[src/rtl/sync_fifo.sv]
// Single-clock FIFO with occupancy count, programmable almost flags, flush and sticky error flags.
// Define SYNC_FIFO_FWFT_EN for first-word-fall-through reads; otherwise out updates one cycle after an accepted read.
module sync_fifo #(
   parameter int WIDTH     = 8,
   parameter int DEPTH     = 16,
   parameter int AF_THRESH = DEPTH - 2,
   parameter int AE_THRESH = 2
) (
   input  logic                       clk,
   input  logic                       reset,
   input  logic [WIDTH-1:0]           in,
   input  logic                       wr_en,
   input  logic                       rd_en,
   input  logic                       flush,
   output logic [WIDTH-1:0]           out,
   output logic                       full,
   output logic                       empty,
   output logic                       almost_full,
   output logic                       almost_empty,
   output logic [$clog2(DEPTH):0]     count,
   output logic                       overflow,
   output logic                       underflow
);

   localparam int AW = $clog2(DEPTH);
   localparam int CW = AW + 1;

   logic [WIDTH-1:0] mem [DEPTH];
   logic [AW-1:0]    wr_ptr;
   logic [AW-1:0]    rd_ptr;
   logic [AW-1:0]    rd_ptr_nxt;
   logic             wr_acc;
   logic             rd_acc;

   // All flags come from the registered count, never from pointer comparison.
   assign full         = (count == CW'(DEPTH));
   assign empty        = (count == '0);
   assign almost_full  = (count >= CW'(AF_THRESH));
   assign almost_empty = (count <= CW'(AE_THRESH));

   assign wr_acc     = wr_en && !full && !flush && !reset;
   assign rd_acc     = rd_en && !empty && !flush && !reset;
   assign rd_ptr_nxt = rd_ptr + AW'(1);

   always_ff @(posedge clk) begin
      if (wr_acc) begin
         mem[wr_ptr] <= in;
      end
   end

   always_ff @(posedge clk) begin
      if (reset) begin
         wr_ptr    <= '0;
         rd_ptr    <= '0;
         count     <= '0;
         overflow  <= 1'b0;
         underflow <= 1'b0;
         out       <= '0;
      end else if (flush) begin
         wr_ptr <= '0;
         rd_ptr <= '0;
         count  <= '0;
      end else begin
         if (wr_acc) begin
            wr_ptr <= wr_ptr + AW'(1);
         end
         if (rd_acc) begin
            rd_ptr <= rd_ptr_nxt;
         end
         count <= count + CW'(wr_acc) - CW'(rd_acc);
         if (wr_en && full) begin
            overflow <= 1'b1;
         end
         if (rd_en && empty) begin
            underflow <= 1'b1;
         end
`ifdef SYNC_FIFO_FWFT_EN
         // The head register is refilled from the incoming word when it becomes the only entry.
         if (wr_acc && (empty || (rd_acc && count == CW'(1)))) begin
            out <= in;
         end else if (rd_acc && count > CW'(1)) begin
            out <= mem[rd_ptr_nxt];
         end
`else
         if (rd_acc) begin
            out <= mem[rd_ptr];
         end
`endif
      end
   end

endmodule
[config.mk]
export PLATFORM = sky130hd
export DESIGN_NAME = sync_fifo
export DESIGN_NICKNAME = d
export VERILOG_FILES = /design/src/rtl/sync_fifo.sv
export SDC_FILE = /design/constraint.sdc
export NUM_CORES = 1
export LEC_CHECK = 0
export CAP_MARGIN = 15
export CORE_MARGIN = 2
export CORE_UTILIZATION = 35
export DETAILED_ROUTE_END_ITERATION = 7
export DONT_BUFFER_PORTS = 1
export PLACE_DENSITY = 0.52
export SLEW_MARGIN = 20
export SYNTH_ARGS = -nofsm -noshare
export SYNTH_HDL_FRONTEND = slang
export SYNTH_SLANG_ARGS = --single-unit
[constraint.sdc]
create_clock -name clk -period 3.56 [get_ports clk]
set_input_delay 0.712 -clock clk [delete_from_list [all_inputs] [get_ports clk]]
set_output_delay 0.712 -clock clk [all_outputs]
set_load 0.1 [all_outputs]
==> results.md <==
* built — clock tree from TritonCTS
* 0.06 ns — Worst-path clk slew
* 0.74 ns — setup slack of the worst register-to-register path
* 0.756 — placer congestion estimate
* 0 — number of maximum-capacitance constraint violations
* 0.0132 ns — largest clock skew in the final design
* 0 — number of nets still failing antenna checks after routing
* 19,300 sq um — overall die area
* 0 — DRC Markers
* 618 — count of non-filler cells in the finished layout
* 151 — clk sinks
* 0 — CTS hold repair buffers
* 2.34 nW — leakage
* 13.6% — Overall Global Routing Usage
* count[3] — startpoint of the most critical register-to-register path
* 67.5% — fraction of the yosys area taken by sequential cells
* reset — Hold Path Origin
* 18.1 sq um — synthesized area per cell
* 1 — depth of the worst hold-timing path
* 20.2 um — mean routed wirelength per cell
* 4 — H-tree depth reported by CTS
* 0 — final slew viol count
* 35.6% — Initial Util
* 6370 sq um — netlist area before placement
* 0 — Post-CTS Repair Setup Buffers
* count[4] — capturing point of the worst reg2reg path
* inv_1 — cell with the biggest individual delay on the critical path
* 3,104 — vias after detailed routing
* 0 — number of antenna violations at the first check in global routing
* 327 MHz — timing-limited maximum frequency
* complete, no violations — status
* 0 — total inserted antenna cells
* input port to flop — classification of the worst-slack hold path
* 0.71 ns — maximum single-stage delay on the critical path
* 352 — instance count of the mapped netlist
* 3.06 ns — final critical path time including I/O delays and setup
* 0 — count of endpoints failing hold in the final timing report
* 0.00371 W — post-layout total power
* 405 — net count reported at finish
* 1.07 ns — pin slew with the least headroom to its limit
* 0 — Yosys warning count
* 5.02 — number of vias per cell
* inv_1 — cell repeated most along the worst path
* 21.9% — fraction of layout cells with a size suffix above 1
* 0.278 mV — worst voltage drop across the vdd grid
* 17 — number of buffers created by CTS
* 514 nW/um^2 — power density over cell area
* 32 — total I/O pin count
* 0 — # resized after CTS
* buffers and inverters — kind of cell adding the most delay to the critical path
* 2 — CTS Buffer Depth
* 49 — row cnt
* flop to output port — kind of critical path
* 0 — Remaining Overflow, GRT
* 12.5 mm — routed wire length
* edfxtp_1, nor2_1, mux4_1 — most frequent cells in the layout
* flop — type of element launching the critical path
* 586 — number of cells in the design after placement
* 2.35 ns — arrival time of data at the critical path endpoint
* 0 — IO buf count
* edfxtp_1 — most common cell after layout, fill and taps aside
* 19.1 mm — global-route wire length before repair
* 2.85 ns — required arrival time at the worst endpoint
* 151 — Yosys reg bits
* 192 — 1st-iter DRT viols
* out[6] — hold endpoint
* 86.0% — final cycle utilization of the critical path
* 2 — critical path buffer and inverter count
* 0 — final setup fails
* clkbuf_16 — Root Driver
* no — unrepaired setup endpoints after global routing
* 14 — FF-to-FF path depth
* inv_1 > ha_1 > or4b_1 > inv_1 — worst-path cell chain
* 0 ns — setup TNS
* 0.42 ns — insertion delay to the later sink of the worst-skew pair
* output port — crit end category
* 4 — 1st-pass router iterations
* 17,900 sq um — core region area
* 8.16 mm — placed wire-length estimate after detailed placement
* 13.2% — post-synthesis to final-layout area growth
* 3,128 — via count of the first global-routing pass
* 42 — distinct cell type count after synthesis
* 36 — largest net degree at the start of global routing
* 139 um — Die H
* 28.7% — Worst slew margin
* 139 um — Die Wd
* 8 — critical path peak fanout
* 381 — Mapped Nets
stage by stage:
| stage | setup slack, ns | hold WS, ns | instance area, sq um | util (%) |
|---|---|---|---|---|
| floorplan | 0.275 | 0.514 | 6370 | - |
| global placement | 0.787 | 0.542 | 6660 | 37.2 |
| detailed placement | 0.729 | 0.561 | 6660 | 37.2 |
| CTS | 0.456 | 0.328 | 7210 | 40.3 |
| global route | 0.403 | 0.326 | 7210 | 40.3 |
| finish | 0.498 | 0.349 | 7210 | 40.3 |
flip-flops by register name, summed over array words and instances (netlist names):
signal and count:
count 5, out 8, wr_ptr 4, mem 128, underflow 1, overflow 1, rd_ptr 4
worst register-to-register path: cells and delay by family (launching register included):
family | cells | cell delay, ns
buffers and inverters | 3 | 0.32
adder cells (fa/ha/maj) | 3 | 0.73
AO/OA/AOI/OAI | 2 | 0.25
XOR/XNOR | 1 | 0.13
AND/OR/NAND/NOR | 5 | 0.97
flip-flops | 1 | 0.31
cell type report:
class / count / area (sq um)
flip-flops and latches: 151 / 4310
fillers: 1623 / 10700
well taps: 229 / 287
clock inverters: 13 / 120
clock buffers: 19 / 433
multi-input cells: 170 / 1830
repair buffers: 23 / 185
inverters: 13 / 48.8
how the worst max path moves through the flow:
stage	start	end	depth (start not counted)
6_report	count[3]	empty	4
5_1_grt	count[3]	empty	4
4_1_cts	count[3]	empty	4
2_1_floorplan	count[2]	count[4]	14
3_3_place_gp	count[3]	count[4]	14
3_5_place_dp	count[3]	count[4]	14
synth_stat cells (all sizes together):
master	count	area, sq um
nand2b	2	12.5
nand3	7	47.6
o21a	1	7.51
fa	1	20.0
nor2	24	90.1
nand2	22	82.6
xor2	5	43.8
xnor2	4	35.0
nor3b	2	31.3
nand4b	1	15.0
o31ai	1	7.51
o21ai	2	10.0
dfxtp	23	460
or2	2	12.5
inv	13	48.8
a21oi	11	85.1
and2	2	12.5
ha	15	188
nor3	4	20.0
o21bai	2	15.0
o22a	8	80.1
mux2i	16	160
or4b	1	10.0
nand4bb	1	11.3
clkbuf	5	32.5
buf	13	155
edfxtp	128	3840
nor2b	1	6.26
nand3b	1	7.51
mux4	32	807
and3	2	13.8
power by group:
group          switching, W  leakage (nW)  internal (W)
Sequential        0.0000152          1.34       0.00192
Clock              0.000711         0.267      0.000968
Combinational     0.0000608         0.739     0.0000291
Total              0.000787          2.34       0.00292
per-layer routing:
layer  global-route usage, %  vias to the layer above  wire (um)
met5                       0                        -          0
met4                    5.26                        0        149
met3                    3.97                        9        511
met2                    20.6                       71       5850
met1                    18.5                     1604       5950
li1                        -                     1420          -
cells by family (layout without fill, tap and decap cells):
group | Yosys count | count (layout) | synth area share [%]
flops | 151 | 151 | 67.5
mux | 48 | 48 | 15.2
fa+ha+maj | 16 | 16 | 3.26
compound gates | 25 | 25 | 3.22
buf+inv | 31 | 68 | 3.71
simple gates | 72 | 72 | 5.85
xor+xnor | 9 | 9 | 1.24
No activity file was read; power rests on OpenSTA's default activity.
